[config.mk]
export PLATFORM = sky130hd
export DESIGN_NAME = router_vc_input_unit_flat
export DESIGN_NICKNAME = d
export VERILOG_FILES = /design/src/rtl/router_vc_input_unit_if.sv /design/src/rtl/router_vc_input_unit.sv /design/src/flat_wrapper.sv
export SDC_FILE = /design/constraint.sdc
export NUM_CORES = 1
export LEC_CHECK = 0
export BUFFER_PORTS_ARGS = -buffer_cell sky130_fd_sc_hd__buf_2
export CAP_MARGIN = 0
export CELL_PAD_IN_SITES_DETAIL_PLACEMENT = 1
export CELL_PAD_IN_SITES_GLOBAL_PLACEMENT = 1
export CORE_MARGIN = 2
export CORE_UTILIZATION = 55
export CTS_CLUSTER_DIAMETER = 120
export DETAILED_ROUTE_END_ITERATION = 8
export MAX_ROUTING_LAYER = met4
export PLACE_DENSITY = 0.95
export SLEW_MARGIN = 20
export SYNTH_ARGS = -nofsm -noshare
export SYNTH_HDL_FRONTEND = slang
export SYNTH_SLANG_ARGS = --single-unit
[constraint.sdc]
create_clock -name clk -period 5.6 [get_ports clk]
set_clock_uncertainty 0.05 [all_clocks]
set_input_delay 0 -clock clk [delete_from_list [all_inputs] [get_ports clk]]
set_output_delay 0 -clock clk [all_outputs]
set_load 0.005 [all_outputs]
[src/rtl/router_vc_input_unit_if.sv]
// Link/switch bundle for router_vc_input_unit: upstream flit push with per-VC
// ack/ready/lock, and the arbitrated flit presented to the switch.
interface router_vc_input_unit_if #(
  parameter int NUM_VC = 2,
  parameter int DATA_W = 35
);
  localparam int VC_W = (NUM_VC > 1) ? $clog2(NUM_VC) : 1;

  logic [DATA_W-1:0] idata;
  logic              ivalid;
  logic [VC_W-1:0]   ivch;
  logic [NUM_VC-1:0] oack;
  logic [NUM_VC-1:0] ordy;
  logic [NUM_VC-1:0] olck;
  logic [DATA_W-1:0] odata;
  logic              ovalid;
  logic [VC_W-1:0]   ovch;
  logic [4:0]        oport;
  logic              igrant;
  logic              oovf;

  modport slave (
    input  idata, ivalid, ivch, igrant,
    output oack, ordy, olck, odata, ovalid, ovch, oport, oovf
  );

  modport master (
    output idata, ivalid, ivch, igrant,
    input  oack, ordy, olck, odata, ovalid, ovch, oport, oovf
  );
endinterface

[src/rtl/router_vc_input_unit.sv]
// Virtual-channel input unit: per-VC flit FIFOs, XY route computation and
// packet-granular round-robin arbitration towards the switch.
module router_vc_input_unit #(
  parameter int NUM_VC = 2,
  parameter int DATA_W = 35,
  parameter int DEPTH  = 4,
  parameter int POS_W  = 2
) (
  input  logic             clk,
  input  logic             rst,
  input  logic [POS_W-1:0] my_xpos,
  input  logic [POS_W-1:0] my_ypos,
  router_vc_input_unit_if.slave bus
);
  localparam int VC_W = (NUM_VC > 1) ? $clog2(NUM_VC) : 1;
  localparam int AW   = $clog2(DEPTH);
  localparam int CW   = AW + 1;
  localparam logic [CW-1:0]   FULL   = CW'(DEPTH);
  localparam logic [VC_W:0]   NVC    = (VC_W+1)'(NUM_VC);
  localparam logic [1:0]      T_HEAD = 2'b01;
  localparam logic [1:0]      T_TAIL = 2'b10;
  localparam logic [1:0]      T_SOLO = 2'b11;

  typedef enum logic {S_IDLE, S_LOCKED} state_t;

  state_t            r_state, w_state_nx;
  logic [VC_W-1:0]   r_lock_vc, w_lock_vc_nx;
  logic [VC_W-1:0]   r_last, w_last_nx;

  logic [DATA_W-1:0] r_mem   [NUM_VC][DEPTH];
  logic [AW-1:0]     r_wp    [NUM_VC];
  logic [AW-1:0]     r_rp    [NUM_VC];
  logic [CW-1:0]     r_cnt   [NUM_VC];
  logic [4:0]        r_route [NUM_VC];
  logic [NUM_VC-1:0] r_ack, r_lck;
  logic              r_ovf;

  logic [NUM_VC-1:0] w_nonempty, w_push_vec, w_pop_vec;
  logic              w_in_range, w_push, w_pop;
  logic [VC_W-1:0]   w_cand, w_rr_vc, w_sel;
  logic              w_rr_hit, w_valid;
  logic [DATA_W-1:0] w_head;
  logic [1:0]        w_type, w_in_type;
  logic [POS_W-1:0]  w_dx, w_dy;
  logic [4:0]        w_xy;

  // Ingress: acceptance depends only on start-of-cycle count (no bypass on pop)
  always_comb begin
    w_in_range = ({1'b0, bus.ivch} < NVC);
    w_push     = bus.ivalid && w_in_range && (r_cnt[bus.ivch] != FULL);
    w_push_vec = w_push ? (NUM_VC'(1) << bus.ivch) : '0;
    w_in_type  = bus.idata[DATA_W-1 -: 2];
  end

  // Round-robin candidate: first non-empty VC after the last-served one
  always_comb begin
    for (int unsigned v = 0; v < NUM_VC; v++) begin
      w_nonempty[v] = (r_cnt[v] != '0);
    end
    w_rr_vc  = r_last;
    w_rr_hit = 1'b0;
    w_cand   = '0;
    for (int unsigned i = 1; i <= NUM_VC; i++) begin
      w_cand = VC_W'((int'(r_last) + int'(i)) % NUM_VC);
      if (!w_rr_hit && w_nonempty[w_cand]) begin
        w_rr_hit = 1'b1;
        w_rr_vc  = w_cand;
      end
    end
  end

  always_comb begin
    w_sel   = (r_state == S_LOCKED) ? r_lock_vc : w_rr_vc;
    w_valid = (r_state == S_LOCKED) ? w_nonempty[r_lock_vc] : w_rr_hit;
    w_head  = r_mem[w_sel][r_rp[w_sel]];
    w_type  = w_head[DATA_W-1 -: 2];
    w_dx    = w_head[2*POS_W-1 -: POS_W];
    w_dy    = w_head[POS_W-1:0];
    if      (w_dx > my_xpos) w_xy = 5'b00100;
    else if (w_dx < my_xpos) w_xy = 5'b10000;
    else if (w_dy > my_ypos) w_xy = 5'b00010;
    else if (w_dy < my_ypos) w_xy = 5'b01000;
    else                     w_xy = 5'b00001;
    w_pop     = w_valid && bus.igrant;
    w_pop_vec = w_pop ? (NUM_VC'(1) << w_sel) : '0;
  end

  // State register
  always_ff @(posedge clk) begin
    if (rst) begin
      r_state   <= S_IDLE;
      r_lock_vc <= '0;
      r_last    <= VC_W'(NUM_VC - 1);
    end else begin
      r_state   <= w_state_nx;
      r_lock_vc <= w_lock_vc_nx;
      r_last    <= w_last_nx;
    end
  end

  // Next state: packet boundaries are taken from the type of the granted flit
  always_comb begin
    w_state_nx   = r_state;
    w_lock_vc_nx = r_lock_vc;
    w_last_nx    = r_last;
    if (w_pop) begin
      case (w_type)
        T_HEAD: begin
          w_state_nx   = S_LOCKED;
          w_lock_vc_nx = w_sel;
        end
        T_TAIL, T_SOLO: begin
          w_state_nx = S_IDLE;
          w_last_nx  = w_sel;
        end
        default: ;
      endcase
    end
  end

  // Outputs
  always_comb begin
    bus.ovalid = w_valid;
    bus.odata  = '0;
    bus.ovch   = '0;
    bus.oport  = '0;
    if (w_valid) begin
      bus.odata = w_head;
      bus.ovch  = w_sel;
      bus.oport = w_type[0] ? w_xy : r_route[w_sel];
    end
    for (int unsigned v = 0; v < NUM_VC; v++) begin
      bus.ordy[v] = (r_cnt[v] != FULL);
    end
    bus.olck = r_lck;
    bus.oack = r_ack;
    bus.oovf = r_ovf;
  end

  always_ff @(posedge clk) begin
    if (w_push) r_mem[bus.ivch][r_wp[bus.ivch]] <= bus.idata;
  end

  always_ff @(posedge clk) begin
    if (rst) begin
      for (int unsigned v = 0; v < NUM_VC; v++) begin
        r_wp[v]    <= '0;
        r_rp[v]    <= '0;
        r_cnt[v]   <= '0;
        r_route[v] <= '0;
      end
      r_ack <= '0;
      r_lck <= '0;
      r_ovf <= 1'b0;
    end else begin
      r_ack <= w_push_vec;
      if (w_push) begin
        r_wp[bus.ivch] <= r_wp[bus.ivch] + 1'b1;
        if (w_in_type == T_HEAD)      r_lck[bus.ivch] <= 1'b1;
        else if (w_in_type == T_TAIL) r_lck[bus.ivch] <= 1'b0;
      end else if (bus.ivalid && w_in_range) begin
        r_ovf <= 1'b1;
      end
      if (w_pop) begin
        r_rp[w_sel] <= r_rp[w_sel] + 1'b1;
        if (w_type[0]) r_route[w_sel] <= w_xy;
      end
      for (int unsigned v = 0; v < NUM_VC; v++) begin
        if (w_push_vec[v] && !w_pop_vec[v])      r_cnt[v] <= r_cnt[v] + 1'b1;
        else if (!w_push_vec[v] && w_pop_vec[v]) r_cnt[v] <= r_cnt[v] - 1'b1;
      end
    end
  end
endmodule
[src/flat_wrapper.sv]
// flat-port wrapper written by rule: the top's interface ports become plain ports
module router_vc_input_unit_flat 
#(
  parameter int NUM_VC = 2,
  parameter int DATA_W = 35,
  parameter int DEPTH  = 4,
  parameter int POS_W  = 2
)
  (clk, rst, my_xpos, my_ypos, bus_idata, bus_ivalid, bus_ivch, bus_igrant, bus_oack, bus_ordy, bus_olck, bus_odata, bus_ovalid, bus_ovch, bus_oport, bus_oovf);
  router_vc_input_unit_if #(.NUM_VC(NUM_VC), .DATA_W(DATA_W)) bus_i ();
  input  logic clk;
  input  logic rst;
  input  logic [POS_W-1:0] my_xpos;
  input  logic [POS_W-1:0] my_ypos;
  input wire logic [$bits(bus_i.idata)-1:0] bus_idata;
  input wire logic [$bits(bus_i.ivalid)-1:0] bus_ivalid;
  input wire logic [$bits(bus_i.ivch)-1:0] bus_ivch;
  input wire logic [$bits(bus_i.igrant)-1:0] bus_igrant;
  output wire logic [$bits(bus_i.oack)-1:0] bus_oack;
  output wire logic [$bits(bus_i.ordy)-1:0] bus_ordy;
  output wire logic [$bits(bus_i.olck)-1:0] bus_olck;
  output wire logic [$bits(bus_i.odata)-1:0] bus_odata;
  output wire logic [$bits(bus_i.ovalid)-1:0] bus_ovalid;
  output wire logic [$bits(bus_i.ovch)-1:0] bus_ovch;
  output wire logic [$bits(bus_i.oport)-1:0] bus_oport;
  output wire logic [$bits(bus_i.oovf)-1:0] bus_oovf;
  assign bus_i.idata = bus_idata;
  assign bus_i.ivalid = bus_ivalid;
  assign bus_i.ivch = bus_ivch;
  assign bus_i.igrant = bus_igrant;
  assign bus_oack = bus_i.oack;
  assign bus_ordy = bus_i.ordy;
  assign bus_olck = bus_i.olck;
  assign bus_odata = bus_i.odata;
  assign bus_ovalid = bus_i.ovalid;
  assign bus_ovch = bus_i.ovch;
  assign bus_oport = bus_i.oport;
  assign bus_oovf = bus_i.oovf;
  router_vc_input_unit #(.NUM_VC(NUM_VC), .DATA_W(DATA_W), .DEPTH(DEPTH), .POS_W(POS_W)) u_core (.clk(clk), .rst(rst), .my_xpos(my_xpos), .my_ypos(my_ypos), .bus(bus_i));
endmodule
==> flow_summary.ini <==
[clock_tree]
cts_buffers = 34
clock-root-buffer = clkbuf_16
cts_tree = done
clockBufferDepth = 3
clkTransAtPathRegs_ns = 0.06
cts_max_level = 2
insertion_delay_ns = 0.52
tritoncts_num_sinks = 312

[setup_path]
worst-setup-path-type = reg2out
cp_max_fo = 27
rrSetupSlack_ns = 1.66
cp-start-kind = flop
required_ns = 5.55
cp-end-kind = output pin
crit_arrival_ns = 4.68

[power_and_ir_drop]
power.total_w = 0.00880
power_density_nw_per_um2 = 575
peakVddDrop_mv = 0.342
p_leak_nw = 5.27

[sta]
finalSetupViolations = 0
slew_headroom = 0.260
min_period_over_period = 0.845
period_needed_ns = 4.73
drv_slew = 0
finalSetupTns_ns = 0
worst-slew-pin-transition_ns = 1.11
rsz0062_at_grt = false
hold_viol = 0
worst_slack_ns = 0.865
timing.fmax_mhz = 211

[synth]
syn_area_um2 = 13100
syn-mean-instance-area_um2 = 15.7
synth-edff-count = 304
ys_seq_elements = 312
yosysWarnings = 0
syn_nets = 892
synth-main-ff-cell = edfxtp_1
synth_cells = 835
seq_area_frac_synth = 0.710
yosysUniqueCellTypes = 51
async_flop_share = 0

[floorplanning]
die_h_um = 158
coreArea_um2 = 23400
die_x_um = 158
ios = 93
rows = 56
dieArea_um2 = 25000
start_util = 0.559

[placement]
port_buffers = 92
placed_cells = 1199
hpwl_mm = 18.0
pre_cts_ws_ns = 1.52
placed_area_um2 = 13800
gp_congestion = 0.793

[global_route]
antenna_found_initial = 0
overflow = 0
grt_pass1_vias = 8614
grt_pass1_wl_mm = 50.6
grt_max_degree = 100
grt_usage = 0.283

[layout]
syn_to_final_growth_pct = 16.9
nFillCells = 2127
insertedDiodeCount = 0
drive_gt1_frac = 0.193
final_nets = 1016
fin_cells = 1301
stdcell_area_um2 = 15300

[run_status]
status = finished clean

[route]
wire_per_inst_um = 26.0
vias = 7977
drt-vias-per-instance = 6.13
drtIter0Drc = 596
drcViolationCount = 0
first_pass_iters = 5
detail-route-antenna-nets = 0
routed_wirelength_mm = 33.8

[min_path]
hp-class = in2reg

[job]
cap_viol_max_count = 0
where the power goes:
part	switching [W]	total [W]	internal, W	leakage, nW
Sequential	0.000136	0.00289	0.00276	2.86
Clock	0.000910	0.00221	0.00130	0.526
Combinational	0.00227	0.00369	0.00142	1.89
Total	0.00332	0.00880	0.00547	5.27
cell type report:
type	count	area [µm²]	area share
clock inverter	21	216	0.0142
clock buffer	38	866	0.0566
multi-input combinational	455	3510	0.229
timing repair buffer	142	961	0.0628
sequential	312	9290	0.607
tap	319	399	0.0261
inverter	14	52.6	0.00344
cell families (layout without fill, tap and decap cells):
kind of cell	count (synthesis)	in the layout	share of synthesized area
AOI/OAI and AO/OA	158	158	0.0830
DFF	312	312	0.710
muxes	90	90	0.0912
adders and majority gates	13	13	0.0130
buffers and inverters	68	215	0.0238
xor gates and xnor gates	7	7	0.00469
and+or+nand+nor	187	187	0.0745
synth_stat cells (all sizes together) (2+ instances only):
cell type	number	area (µm²)
or2	2	12.5
inv	14	52.6
and3	3	18.8
mux2	5	60.1
xnor2	7	61.3
edfxtp	304	9130
and2	12	75.1
nor2	55	206
clkbuf	32	120
o21ai	8	40.0
and2b	2	15.0
or3	2	17.5
nor2b	50	315
and3b	2	17.5
mux4	22	503
ha	12	150
nand3	13	65.1
or3b	2	17.5
nand2	21	78.8
mux2i	63	631
nand2b	6	37.5
dfxtp	8	160
a22oi	7	52.6
a211oi	65	488
buf	22	139
a21oi	55	275
nor3b	3	22.5
a2111oi	14	130
nor3	11	55.1
state kept, by name, indices dropped and copies added (netlist names), named ones only:
signal and cells:
u_core.r_wp 4, u_core.r_lock_vc 1, u_core.bus.oovf 1, u_core.r_route 10
u_core.r_state 1, u_core.r_rp 4, u_core.r_last 1, u_core.r_cnt 6
u_core.r_mem 280, u_core.bus.oack 2
cells in the final DEF, fill, tap and decap left out, types with 3 or more instances in the layout:
master,netlist,routed
buf_2,13,92
and2_1,12,4
o21ai_0,8,8
inv_1,14,14
nand3_1,13,13
ha_1,12,12
clkbuf_1,32,4
nand2b_1,6,6
nand2_1,21,20
a2111oi_0,8,8
clkbuf_16,0,34
and3_1,3,3
and2_4,0,8
clkinv_1,0,7
nor2_1,55,55
dlygate4sd3_1,0,42
nor3_1,11,11
buf_4,0,7
nor2b_1,49,49
bufinv_16,0,4
nor3b_1,3,3
a22oi_1,7,7
clkinv_2,0,6
mux2_2,4,4
a21oi_1,55,55
a2111oi_1,6,6
edfxtp_1,304,304
mux2i_1,63,63
dfxtp_1,8,8
xnor2_1,7,7
a211oi_1,65,65
mux4_2,20,20
what timing repair did:
action,in CTS,in global routing
hold buffers,42,0
buffers inserted,0,0
setup endpoints to repair,0,0
endpoints found under the hold margin,289,0
gates resized for setup,0,0
per-layer routing:
layer	global-route usage	routed length, µm	vias up
met1	0.357	13800	4095
met5	-	0	-
met2	0.471	17500	323
li1	-	-	3495
met3	0.0378	1790	64
met4	0.113	795	0
metrics by stage:
stage	hold WS (ns)	utilization
global placement	0.210	0.588
detailed placement	0.225	0.588
finish	0.0438	0.653
floorplan	0.0489	-
global route	0.0591	0.653
CTS	0.0173	0.652
critical path, cell delays in order, from the launching register on:
cell and delay, ns:
edfxtp_1 0.40, inv_1 0.09, ha_1 0.23, nor2b_2 0.19
a221oi_4 0.37, mux2_4 0.53, mux4_2 0.58, mux2_2 0.29
ha_1 0.29, nand2_1 0.09, a21oi_1 0.32, o2111ai_1 0.23
nor2b_1 0.18, a211oi_1 0.22, buf_2 0.17
path summary, 6_finish.rpt:
path,endpoint,cells past startpoint,startpoint
worst max-delay path,bus_oport[0],14,u_core.r_cnt[1][0]
worst min-delay path,u_core.r_route[1][2],5,my_xpos[0]
worst max register to register,u_core.r_lock_vc,7,u_core.r_rp[1][1]
worst min register to register,flop,2,flop
(Power assumes the default switching activity.)
